File: config.mk
export PLATFORM = sky130hd
export DESIGN_NAME = i2s_rx
export DESIGN_NICKNAME = d
export VERILOG_FILES = /design/src/rtl/i2s_rx.sv
export SDC_FILE = /design/constraint.sdc
export NUM_CORES = 1
export LEC_CHECK = 0
export ABC_AREA = 1
export CORE_UTILIZATION = 50
export CTS_CLUSTER_SIZE = 25
export DETAILED_ROUTE_END_ITERATION = 6
export GPL_TIMING_DRIVEN = 0
export PLACE_DENSITY = 0.72
export SYNTH_ARGS = -nofsm -noshare
export SYNTH_HDL_FRONTEND = slang
export SYNTH_SLANG_ARGS = --single-unit
File: constraint.sdc
create_clock -name clk_100 -period 4.5 [get_ports clk_100]
set_input_delay 0.9 -clock clk_100 [delete_from_list [all_inputs] [get_ports clk_100]]
set_output_delay 0.9 -clock clk_100 [all_outputs]
set_load 0.03 [all_outputs]
File: src/rtl/i2s_rx.sv
// i2s_rx: I2S receiver that turns an async codec ADC stream into left/right sample frames in the clk_100 domain.
// Define I2S_RX_MONO_MIX_EN to add the registered sample_mono output.
module i2s_rx #(
  parameter int SAMPLE_WIDTH = 24,
  parameter int SYNC_STAGES  = 2
) (
  input  logic                    clk_100,
  input  logic                    reset,
  input  logic                    i2s_bclk,
  input  logic                    i2s_lr,
  input  logic                    i2s_sdata,
  output logic [SAMPLE_WIDTH-1:0] sample_l,
  output logic [SAMPLE_WIDTH-1:0] sample_r,
  output logic                    sample_valid,
  output logic                    short_word,
`ifdef I2S_RX_MONO_MIX_EN
  output logic [SAMPLE_WIDTH-1:0] sample_mono,
`endif
  output logic                    locked
);
  localparam int CW = $clog2(SAMPLE_WIDTH + 1);
  localparam logic [CW-1:0] FULL = CW'(SAMPLE_WIDTH);
  localparam logic [CW-1:0] TOP = CW'(SAMPLE_WIDTH - 1);

  typedef enum logic [1:0] {UNLOCKED, ARMED, LOCKED} state_t;

  state_t state_q, state_d;
  logic [SYNC_STAGES-1:0][2:0] sync_q, sync_d;
  logic bclk_prev_q, bclk_prev_d, rise_q, rise_d, lr_q, lr_d, sd_q, sd_d;
  logic lr_prev_q, lr_prev_d;
  logic [CW-1:0] bit_cnt_q, bit_cnt_d;
  logic [SAMPLE_WIDTH-1:0] shreg_q, shreg_d, hold_q, hold_d, word;
  logic [SAMPLE_WIDTH-1:0] sample_l_q, sample_l_d, sample_r_q, sample_r_d;
  logic valid_q, valid_d, short_q, short_d;
  logic bclk_s, lr_s, sd_s, is_short;

  always_comb begin
    sync_d = {sync_q[SYNC_STAGES-2:0], {i2s_bclk, i2s_lr, i2s_sdata}};
    {bclk_s, lr_s, sd_s} = sync_q[SYNC_STAGES-1];
    bclk_prev_d = bclk_s;
    rise_d = bclk_s & ~bclk_prev_q;
    lr_d = lr_s;
    sd_d = sd_s;
    state_d = state_q;
    lr_prev_d = lr_prev_q;
    bit_cnt_d = bit_cnt_q;
    shreg_d = shreg_q;
    hold_d = hold_q;
    sample_l_d = sample_l_q;
    sample_r_d = sample_r_q;
    valid_d = 1'b0;
    short_d = 1'b0;
    word = shreg_q;
    is_short = 1'b0;
    if (rise_q) begin
      if (bit_cnt_q < FULL) begin
        word[TOP - bit_cnt_q] = sd_q;
        bit_cnt_d = bit_cnt_q + 1'b1;
      end
      shreg_d = word;
      // An lr change marks this bit as the LSB slot of the word that just ended.
      if (lr_q != lr_prev_q) begin
        is_short = bit_cnt_d < FULL;
        short_d = (state_q == LOCKED) && is_short;
        if (!lr_prev_q) begin
          hold_d = word;
          state_d = (state_q == ARMED) ? LOCKED : state_q;
        end else begin
          valid_d = state_q == LOCKED;
          sample_l_d = valid_d ? hold_q : sample_l_q;
          sample_r_d = valid_d ? word : sample_r_q;
          state_d = (state_q == UNLOCKED) ? ARMED : state_q;
        end
        shreg_d = '0;
        bit_cnt_d = '0;
        lr_prev_d = lr_q;
      end
    end
  end

  always_ff @(posedge clk_100 or posedge reset) begin
    if (reset) begin
      state_q <= UNLOCKED;
      sync_q <= '0;
      bclk_prev_q <= 1'b0;
      rise_q <= 1'b0;
      lr_q <= 1'b0;
      sd_q <= 1'b0;
      lr_prev_q <= 1'b1;
      bit_cnt_q <= '0;
      shreg_q <= '0;
      hold_q <= '0;
      sample_l_q <= '0;
      sample_r_q <= '0;
      valid_q <= 1'b0;
      short_q <= 1'b0;
    end else begin
      state_q <= state_d;
      sync_q <= sync_d;
      bclk_prev_q <= bclk_prev_d;
      rise_q <= rise_d;
      lr_q <= lr_d;
      sd_q <= sd_d;
      lr_prev_q <= lr_prev_d;
      bit_cnt_q <= bit_cnt_d;
      shreg_q <= shreg_d;
      hold_q <= hold_d;
      sample_l_q <= sample_l_d;
      sample_r_q <= sample_r_d;
      valid_q <= valid_d;
      short_q <= short_d;
    end
  end

`ifdef I2S_RX_MONO_MIX_EN
  logic signed [SAMPLE_WIDTH:0] mono_sum;
  logic [SAMPLE_WIDTH-1:0] mono_q, mono_d;

  always_comb begin
    mono_sum = $signed({sample_l_d[SAMPLE_WIDTH-1], sample_l_d}) + $signed({sample_r_d[SAMPLE_WIDTH-1], sample_r_d});
    mono_d = mono_sum[SAMPLE_WIDTH:1];
  end

  always_ff @(posedge clk_100 or posedge reset) begin
    if (reset) mono_q <= '0;
    else mono_q <= mono_d;
  end

  assign sample_mono = mono_q;
`endif

  assign sample_l = sample_l_q;
  assign sample_r = sample_r_q;
  assign sample_valid = valid_q;
  assign short_word = short_q;
  assign locked = state_q == LOCKED;
endmodule

# Word-level counts from Yosys, hierarchy flattened
# Cells that the tools add are included.
[op_classes]
addsub = 2
multipliers = 0
div_mod_pow = 0
order_cmp = 4
n_eq_ne = 4
n_shift = 0
muxes = 16
bitwise = 3
reduce_logical = 8
[ops]
columns = ["op", "n"]
rows = [
  ["$mux 24", 2],
  ["$bwmux 24", 1],
  ["$mux 5", 3],
  ["$lt 5x5->1 const B", 2],
  ["$reduce_and 4->1", 2],
  ["$lt 5x6->1 const B", 1],
  ["$mux 1", 6],
  ["$mux 2", 3],
  ["$add 5x1->5 const B", 1],
  ["$demux 1 s5", 1],
  ["$ge 5x1->1 const B", 1],
  ["$sub 5x5->5 const A", 1],
  ["$reduce_and 3->1", 1],
  ["$eq 2x1->1 const B", 1],
  ["$eq 2x2->1 const B", 1],
  ["$logic_and 1x1->1", 2],
  ["$logic_not 2->1", 1],
  ["$ne 2x1->1 const B", 1],
  ["$not 1->1", 2],
  ["$reduce_and 2->1", 1],
  ["$reduce_bool 2->1", 1],
  ["$and 1x1->1", 1],
  ["$ne 1x1->1", 1],
]
[totals]
regBits = 116
latchBits = 0
ram_bits = 0
rom_bits = 0
input_bits = 5
elab_cells = 52
mem_count = 0

# Longest topological paths before layout
# Gate-level depths: netlist (run 1).
[depth]
depth_word = 8
mapped_depth = 9
depth_no_buf = 8

# Worst setup path after synthesis (run 1)
# Ideal clock, no wire load.
[synth_path]
path_kind = "flip-flop to output port"
from = "register state_q[0]"
to = "output port locked"
arrival_ps = 723
required_ps = 3600
setup_slack_ps = 2877
stages_incl_launch_ff = 2
path_cell_list = "dfrtp_1 nor2_2"
[synth_between]
elab_chain_cells = 1
[synth_lines]
columns = ["element", "line", "source"]
rows = [
  ["start, declared", "27", "state_t state_q, state_d;"],
  ["start signal, assigned", "98", "state_q <= state_d;"],
  ["$eq 2x2->1", "136", "assign locked = state_q == LOCKED;"],
  ["end, declared", "19", "output logic locked"],
]
# Every way passes these cells.

# Worst setup path after layout (run 1)
# Ends and elaborated chain as after synthesis.

==> results of run 1 <==
metal layers:
metal	routed length [microns]	track usage	vias to the layer above
li1	-	-	2059
met1	5481	0.3447	2100
met2	5930	0.4321	134
met3	602	0.04104	27
met4	237	0.1132	0
met5	0	0	-
cell type report:
| cell class | instances | area share |
|---|---|---|
| Clock buffer | 21 | 0.07378 |
| Sequential cell | 116 | 0.4566 |
| Buffer | 32 | 0.02774 |
| Tap cell | 133 | 0.02617 |
| Inverter | 47 | 0.02853 |
| Clock inverter | 9 | 0.01633 |
| Timing Repair Buffer | 56 | 0.09089 |
| Multi-Input combinational cell | 399 | 0.2800 |
registers in the layout, indices dropped and copies added, names as in the netlist, 2 cells and up:
name,cells
hold_q,24
sample_l,24
sample_r,24
shreg_q,24
bit_cnt_q,5
sync_d,3
state_q,2
logic make-up (layout without fill, tap and decap cells):
family,after synthesis,count (layout)
fa+ha+maj,5,5
compound gates,18,18
flops,116,116
buf+inv,79,165
simple gates,376,376
stage by stage:
| step | setup TNS, ns | total power (uW) | hold WS [ns] |
|---|---|---|---|
| after detailed placement | 0 | 1786 | 0.3347 |
| after CTS | 0 | 3084 | 0.3472 |
| after global placement | -126.84 | 1761 | 0.3315 |
| after global routing | 0 | 3209 | 0.3539 |
| after floorplan | 0 | 1585 | 0.3312 |
| final | 0 | 3080 | 0.3451 |
power groups by stage:
stage               clock [uW]  combinational (uW)  sequential, uW
floorplan                    0                 321            1260
CTS                       1310                 575            1200
detailed placement           0                 568            1220
global placement             0                 548            1210
global route              1360                 634            1210
finish                    1300                 576            1200
critical path: stages (launching register included):
cell and delay [ns]:
dfrtp_1 0.39, nor2_2 0.17, clkdlybuf4s50_1 0.69
final timing paths:
kind / start / to / slack (ns) / cells after the start
worst max-delay path: state_q[0] / locked / 1.83 / 2
worst min-delay path: sd_d / sd_q / 0.35 / 0
worst max register to register: bit_cnt_q[0] / sample_r[15] / 2.61 / 6
worst min register to register: sd_d / sd_q / 0.35 / 0
max in group asynchronous: reset / shreg_q[7] / 3.02 / 3
min in group asynchronous: reset / sample_l[20] / 0.80 / 2
cell usage in the layout, fill, tap and decap left out:
| master | n |
|---|---|
| nand2_2 | 1 |
| nand2_1 | 239 |
| a21oi_1 | 1 |
| clkdlybuf4s50_1 | 55 |
| nor2_4 | 2 |
| clkinv_4 | 1 |
| clkinv_2 | 4 |
| clkinv_1 | 1 |
| ha_1 | 5 |
| nand4_1 | 22 |
| buf_2 | 9 |
| bufinv_16 | 2 |
| dfstp_2 | 1 |
| o21ai_1 | 5 |
| buf_16 | 1 |
| clkbuf_8 | 5 |
| nor2_1 | 4 |
| dfrtp_1 | 115 |
| clkinvlp_4 | 2 |
| nor2_2 | 3 |
| clkbuf_16 | 16 |
| nand3_1 | 103 |
| buf_4 | 8 |
| clkbuf_1 | 13 |
| buf_6 | 2 |
| o21ai_0 | 12 |
| inv_2 | 4 |
| nor3_1 | 1 |
| nand3_2 | 1 |
| inv_6 | 1 |
| inv_1 | 41 |
==> impl_metrics.tcl, run 1 <==
set metrics [dict create \
    placed_cell_area_sq_um 5787 \
    antenna_found_initial 0 \
    seq_power_share 0.390 \
    switchingPower_uw 927.3 \
    dp.cells 783 \
    pwr-share-clk 0.423 \
    comb_power_share 0.187 \
    dieArea_sq_um 10480 \
    p_int_uw 2152 \
    clockBufferDepth 2 \
    endpoint_kind "output pin" \
    vdd_drop_max_uv 352.4 \
    postLayoutCoreUtil 0.6507 \
    htree_levels 4 \
    fmax_mhz 374.3 \
    gp_congestion 0.8789 \
    globalRoute.totalOverflow 0 \
    syn-instance-count 594 \
    synth.most_common_cell "nand2_1" \
    final_layout_size_suffix_gt1_frac 0.09265 \
    synth_adder_area_share 0.01242 \
    synth_area_sq_um 5037 \
    status "completed" \
    tightest_slew_ns 0.5892 \
    leakage_uw 0.003315 \
    num_vias 4320 \
    synth_edf_count 0 \
    dieWidth_microns 102.4 \
    multi_input_area_sq_um 1780 \
    io_buffer_count 55 \
    n_antenna_cell 0 \
    async_flop_share 1.000 \
    final-setup-viol-count 0 \
    start_kind "flip-flop" \
    synth_common_cells "nand2_1, dfrtp_1, nand3_1" \
    cts_tree "yes" \
    synth-compound-area-share 0.01788 \
    clkSinkCount 116 \
    synth_mux_area_frac 0 \
    layout_min_cycle_time_ns 2.672 \
    yosysWarnings 0 \
    cts_made_buffers 17 \
    cp.required_ns 3.60 \
    nets 679 \
    cts-hold-fix-buffers 0 \
    synthesis.nets 604 \
    finalCritPeriodShare 0.5937 \
    rsz0062_at_grt "no" \
    slew_violations 0 \
    io_pins 56 \
    fillCellCount 835 \
    post_cts_buffers 0 \
    finalHoldViolCount 0 \
    switching_share 0.3011 \
    track_usage 0.2619 \
    synthFlopType "dfrtp_1" \
    hold_class "reg2reg" \
    arrival_ns 1.77 \
    fin_skew_ns 0.007854 \
    grt_max_degree 62 \
    syn_to_final_growth_pct 26.25 \
    regArea_sq_um 2904 \
    synth-xor-area-share 0 \
    max_slew_margin 0.6072 \
    routed_wl_microns 12250 \
    drtAntennaViolNets 0 \
    core_sq_um 9774 \
    synth_top_area_cell "dfrtp_1" \
    power_density_nw_per_um2 484.2 \
    synth.ff_latch_count 116 \
    synth_top_family_by_area "simple AND/OR/NAND/NOR gates" \
    crit_type "reg2out" \
    ys_types 22 \
    pre_cts_ws_ns 2.353 \
    setup_ws_ns 1.828 \
    synth_top_area_share 0.5713 \
    design_area_sq_um 6360 \
    maxCapViolations 0 \
    drcViolationCount 0 \
    rows 36 \
    drt-initial-drc-count 273 \
    synthTopCellsByArea "dfrtp_1, nand2_1, nand3_1" \
    wl_per_cell_microns 15.07 \
    avgSynthCellArea_sq_um 8.480 \
    clock_latency_ns 0.52 \
    synthSimpleGateAreaFrac 0.3231 \
    cts_resized 0 \
    dr.pass1.iters 5 \
    root_buffer "clkbuf_8" \
    fin_cells 813 \
    hpwl_microns 8168 \
    ys_seq_area_frac 0.5765 \
    fp.dieH_microns 102.4 \
    clk_pin_slew_ns 0.06 \
    start_util 0.5154 \
    grt_pass1_wl_microns 20600 \
    viasPerCell 5.314 \
    first_global_vias 4273 \
    crit_fanout 3 \
]
Note: power is estimated with default switching activity, not from simulation.
==> inputs of run 2 (changes only) <==
PLACE_DENSITY = 0.75   (was 0.72)
clock period = 2.3 ns   (was 4.5 ns; I/O delays follow)
==> run 2 against run 1 <==
  * Sequential share of layout area is essentially flat
  * Die area is the same
  * Sequential cell count is the same
  * Sequential power grew 96%
  * Largest power group unchanged
==> impl_metrics.tcl, run 2 (synthesis gave the netlist of run 1 again) <==
set metrics [dict create \
    grt_pass1_wl_microns 19970 \
    layout_min_cycle_time_ns 2.025 \
    globalRoute.totalOverflow 0 \
    slew_violations 0 \
    post_cts_buffers 0 \
    cp_cell_sequence "clkdlybuf4s50_1" \
    pre_cts_ws_ns 0.4331 \
    nets 681 \
    hpwl_microns 8275 \
    root_buffer "clkbuf_8" \
    whs_ns 0.2516 \
    io_buffer_count 55 \
    dieArea_sq_um 10480 \
    fin_cells 813 \
    rows 36 \
    clock_latency_ns 0.53 \
    num_vias 4269 \
    crit_fanout 2 \
    hold_class "in2async" \
    final_layout_size_suffix_gt1_frac 0.08971 \
    fp.dieH_microns 102.4 \
    wl_per_cell_microns 14.60 \
    cts_tree "yes" \
    fin_skew_ns 0.01123 \
    tightest_slew_ns 0.5907 \
    mostFrequentLayoutCell "nand2_1" \
    most-common-layout-cells "nand2_1, dfrtp_1, nand3_1, clkdlybuf4s50_1, inv_1" \
    setup_ws_ns 0.2750 \
    dr.pass1.iters 5 \
    cp_slowest_cell "clkdlybuf4s50_1" \
    drcViolationCount 0 \
    final-setup-viol-count 0 \
    htree_levels 4 \
    fmax_mhz 493.8 \
    clockBufferDepth 2 \
    cp.required_ns 1.84 \
    drt-initial-drc-count 292 \
    finalHoldViolCount 0 \
    vdd_drop_max_uv 550.1 \
    tns_ns 0 \
    crit_type "reg2out" \
    first_global_vias 4201 \
    status "completed" \
    routed_wl_microns 11870 \
    clkSinkCount 116 \
    finalCritPeriodShare 0.8804 \
    start_util 0.5154 \
    arrival_ns 1.57 \
    dieWidth_microns 102.4 \
    dp.cells 785 \
    placed_cell_area_sq_um 5818 \
    crit_family "buffers and inverters" \
    endpoint_kind "output pin" \
    cp.buffers_inverters 1 \
    core_sq_um 9774 \
    clk_pin_slew_ns 0.06 \
    design_area_sq_um 6364 \
    io_pins 56 \
    grt_max_degree 45 \
    antenna_found_initial 0 \
    slowest_delay_ns 0.68 \
    leakage_uw 0.003328 \
    maxCapViolations 0 \
    cts_made_buffers 17 \
    track_usage 0.2542 \
    viasPerCell 5.251 \
    syn_to_final_growth_pct 26.33 \
    gp_congestion 0.9162 \
    start_kind "flip-flop" \
    drtAntennaViolNets 0 \
    rsz0062_at_grt "no" \
    n_antenna_cell 0 \
    power_density_nw_per_um2 928.2 \
    max_slew_margin 0.6062 \
]
run 2: cell count changes in the layout (fill, tap and decap cells not counted):
| cell | delta |
|---|---|
| buf_12 | +3 |
| clkbuf_1 | +2 |
| buf_16 | -1 |
| clkbuf_8 | -1 |
| clkdlybuf4s50_1 | -1 |
| clkinv_4 | -1 |
| clkinvlp_4 | -1 |
| dlymetal6s2s_1 | +1 |
| inv_6 | -1 |
run 2: power by group:
part	switching, uW	total, uW	internal [uW]
registers	115	2350	2230
clock network	858	2450	1590
logic	764	1110	345
run 2: final timing paths:
check | slack (ns) | from | cells after the start | endpoint
setup / recovery | 0.27 | sample_r[16] | 1 | sample_r[16]
min in group clk_100 | 0.35 | sync_d[3] | 0 | sd_d
setup reg to reg | 0.40 | lr_prev_q | 8 | hold_q[21]
max in group asynchronous | 1.28 | reset | 4 | lr_prev_q
hold / removal | 0.25 | reset | 2 | hold_q[17]
hold reg to reg | 0.35 | sync_d[3] | 0 | sd_d
run 2: metrics by stage:
| step | utilization | total power (uW) |
|---|---|---|
| after floorplan | - | 3101 |
| after detailed placement | 0.5952 | 3483 |
| after global placement | 0.5891 | 3436 |
| final | 0.6511 | 5907 |
| after global routing | 0.6511 | 6157 |
| after CTS | 0.6508 | 5930 |
run 2: layer usage:
layer / wire [microns] / vias up / track usage / share of wire
li1: - / 2050 / - / -
met3: 681 / 21 / 0.06840 / 0.057
met5: 0 / - / 0 / 0
met2: 5776 / 135 / 0.4094 / 0.49
met4: 204 / 0 / 0.08681 / 0.017
met1: 5208 / 2063 / 0.3338 / 0.44
run 2: what timing repair did:
| action | 4_1_cts | 5_1_grt |
|---|---|---|
| resized for setup | 0 | 1 |
| setup endpoints to repair | 0 | 1 |
| hold buffers | 0 | 0 |
run 2: cell type report:
class,count,area (sq um)
repair buffers,58,613.1
flip-flops and latches,116,2904
plain buffers,32,176.4
clock inverters,6,80.08
clock buffers,22,462.9
multi-input cells,399,1780
fillers,817,3411
well taps,133,166.4
inverters,47,180.2
run 2: worst register-to-register path: cells and delay by family, from the launching register on:
family / cells / cell delay [ns]
flops: 1 / 0.56
buf+inv: 3 / 0.48
simple gates: 4 / 0.49
fa+ha+maj: 1 / 0.28
==> inputs of run 3 (changes only) <==
--- a/config.mk
+++ b/config.mk
@@ -11,5 +11,5 @@
 export DETAILED_ROUTE_END_ITERATION = 6
 export GPL_TIMING_DRIVEN = 0
-export PLACE_DENSITY = 0.75
+export PLACE_DENSITY = 0.72
 export SYNTH_ARGS = -nofsm -noshare
 export SYNTH_HDL_FRONTEND = slang
==> constraint.sdc (replaced) <==
create_clock -name clk_100 -period 2.58 [get_ports clk_100]
set_input_delay 0.387 -clock clk_100 [delete_from_list [all_inputs] [get_ports clk_100]]
set_output_delay 0.387 -clock clk_100 [all_outputs]
set_load 0.03 [all_outputs]
==> run 3 against run 2 <==
  * Total power fell by 5.5%
  * Core utilization up 0.69 points
  * Clock power up 2%
  * Largest power group unchanged
  * First-iteration DRC count up 28%
  * Largest cell class unchanged
  * Combinational power down 10%
  * Sequential cell count is the same
==> impl_metrics.tcl, run 3 (synthesis gave the netlist of run 1 again) <==
set metrics [dict create \
    status "completed" \
    dr.pass1.iters 5 \
    core_sq_um 9774 \
    drtAntennaViolNets 0 \
    mostFrequentLayoutCell "nand2_1" \
    r2r_start "lr_prev_q" \
    first_global_vias 4209 \
    viasPerCell 5.240 \
    grt_pass1_wl_microns 20660 \
    hold_class "in2reg" \
    wl_per_cell_microns 15.38 \
    root_buffer "clkbuf_8" \
    power_uw 5580 \
    arrival_ns 1.77 \
    final_layout_size_suffix_gt1_frac 0.09663 \
    slowest_delay_ns 0.69 \
    clock_latency_ns 0.52 \
    fmax_mhz 464.6 \
    dieArea_sq_um 10480 \
    crit_start "state_q[0]" \
    clkSinkCount 116 \
    globalRoute.totalOverflow 0 \
    power_density_nw_per_um2 867.6 \
    drcViolationCount 0 \
    cts_tree "yes" \
    crit_fanout 3 \
    cts_resized 0 \
    min_from "i2s_lr" \
    rsz0062_at_grt "no" \
    most-common-layout-cells "nand2_1, dfrtp_1, nand3_1, clkdlybuf4s50_1, inv_1" \
    postLayoutCoreUtil 0.6580 \
    design_area_sq_um 6431 \
    start_kind "flip-flop" \
    post_cts_buffers 0 \
    io_buffer_count 55 \
    io_pins 56 \
    leakage_uw 0.003334 \
    fin_skew_ns 0.01109 \
    n_antenna_cell 0 \
    cp.required_ns 2.19 \
    maxCapViolations 0 \
    start_util 0.5154 \
    gp_congestion 0.8816 \
    dp.cells 784 \
    dieWidth_microns 102.4 \
    fp.dieH_microns 102.4 \
    vdd_drop_max_uv 547.6 \
    num_vias 4276 \
    cp_slowest_cell "clkdlybuf4s50_1" \
    max_slew_margin 0.3774 \
    final-setup-viol-count 0 \
    cts-hold-fix-buffers 0 \
    htree_levels 4 \
    layout_min_cycle_time_ns 2.152 \
    grt_max_degree 42 \
    rows 36 \
    clk_pin_slew_ns 0.06 \
    fin_cells 816 \
    endpoint_kind "output pin" \
    placed_cell_area_sq_um 5798 \
    routed_wl_microns 12550 \
    tns_ns 0 \
    fillCellCount 811 \
    cp_cell_sequence "nor2_2 -> clkdlybuf4s50_1" \
    nets 680 \
    cts_made_buffers 17 \
    crit_type "reg2out" \
    antenna_found_initial 0 \
    finalCritPeriodShare 0.8342 \
    clockBufferDepth 2 \
    drt-initial-drc-count 375 \
    tightest_slew_ns 0.9320 \
    syn_to_final_growth_pct 27.67 \
    hpwl_microns 8269 \
    track_usage 0.2643 \
    slew_violations 0 \
    finalHoldViolCount 0 \
]
[run 3: through the flow]
step | setup slack [ns] | hold slack (ns)
final | 0.4277 | 0.3028
after global routing | 0.3391 | 0.3020
after CTS | 0.4002 | 0.2912
after detailed placement | 0.6868 | 0.3379
after global placement | -0.3029 | 0.3317
after floorplan | 0.7804 | 0.3312
[run 3: worst paths after layout]
kind                                 to  slack, ns  cells after the start
max                              locked       0.43                      2
min                           sync_d[4]       0.30                      1
max reg2reg                   hold_q[3]       0.63                      8
min reg2reg                        lr_q       0.35                      0
max in group asynchronous     lr_prev_q       1.43                      3
min in group asynchronous  sample_r[19]       0.41                      2
[run 3: routing by layer]
metal	wire length, microns	GRT usage	part of all wire
met5	0	0	0
met4	234	0.1022	0.019
met3	676	0.05814	0.054
met2	6139	0.4285	0.49
met1	5497	0.3486	0.44
[run 3: cell type report]
class | instances | area [sq um] | share of cell area
buffer | 32 | 176.4 | 0.02743
clock buffer | 20 | 455.4 | 0.07082
clock inverter | 12 | 177.7 | 0.02763
inverter | 47 | 180.2 | 0.02802
multi-input combinational | 399 | 1780 | 0.2768
sequential | 116 | 2904 | 0.4516
tap | 133 | 166.4 | 0.02588
timing repair buffer | 57 | 590.6 | 0.09183
[run 3: report_power, final]
| group | internal [uW] | total [uW] | switching, uW |
|---|---|---|---|
| Clock | 1640 | 2490 | 842 |
| Sequential | 1990 | 2100 | 109 |
| Combinational | 306 | 995 | 689 |
| Total | 3940 | 5580 | 1640 |
[run 3: worst max-delay path: cells and delay by family, from the launching register on]
family	cells	cell delay, ns
flip-flops	1	0.40
AND/OR/NAND/NOR	1	0.16
buffers and inverters	1	0.69
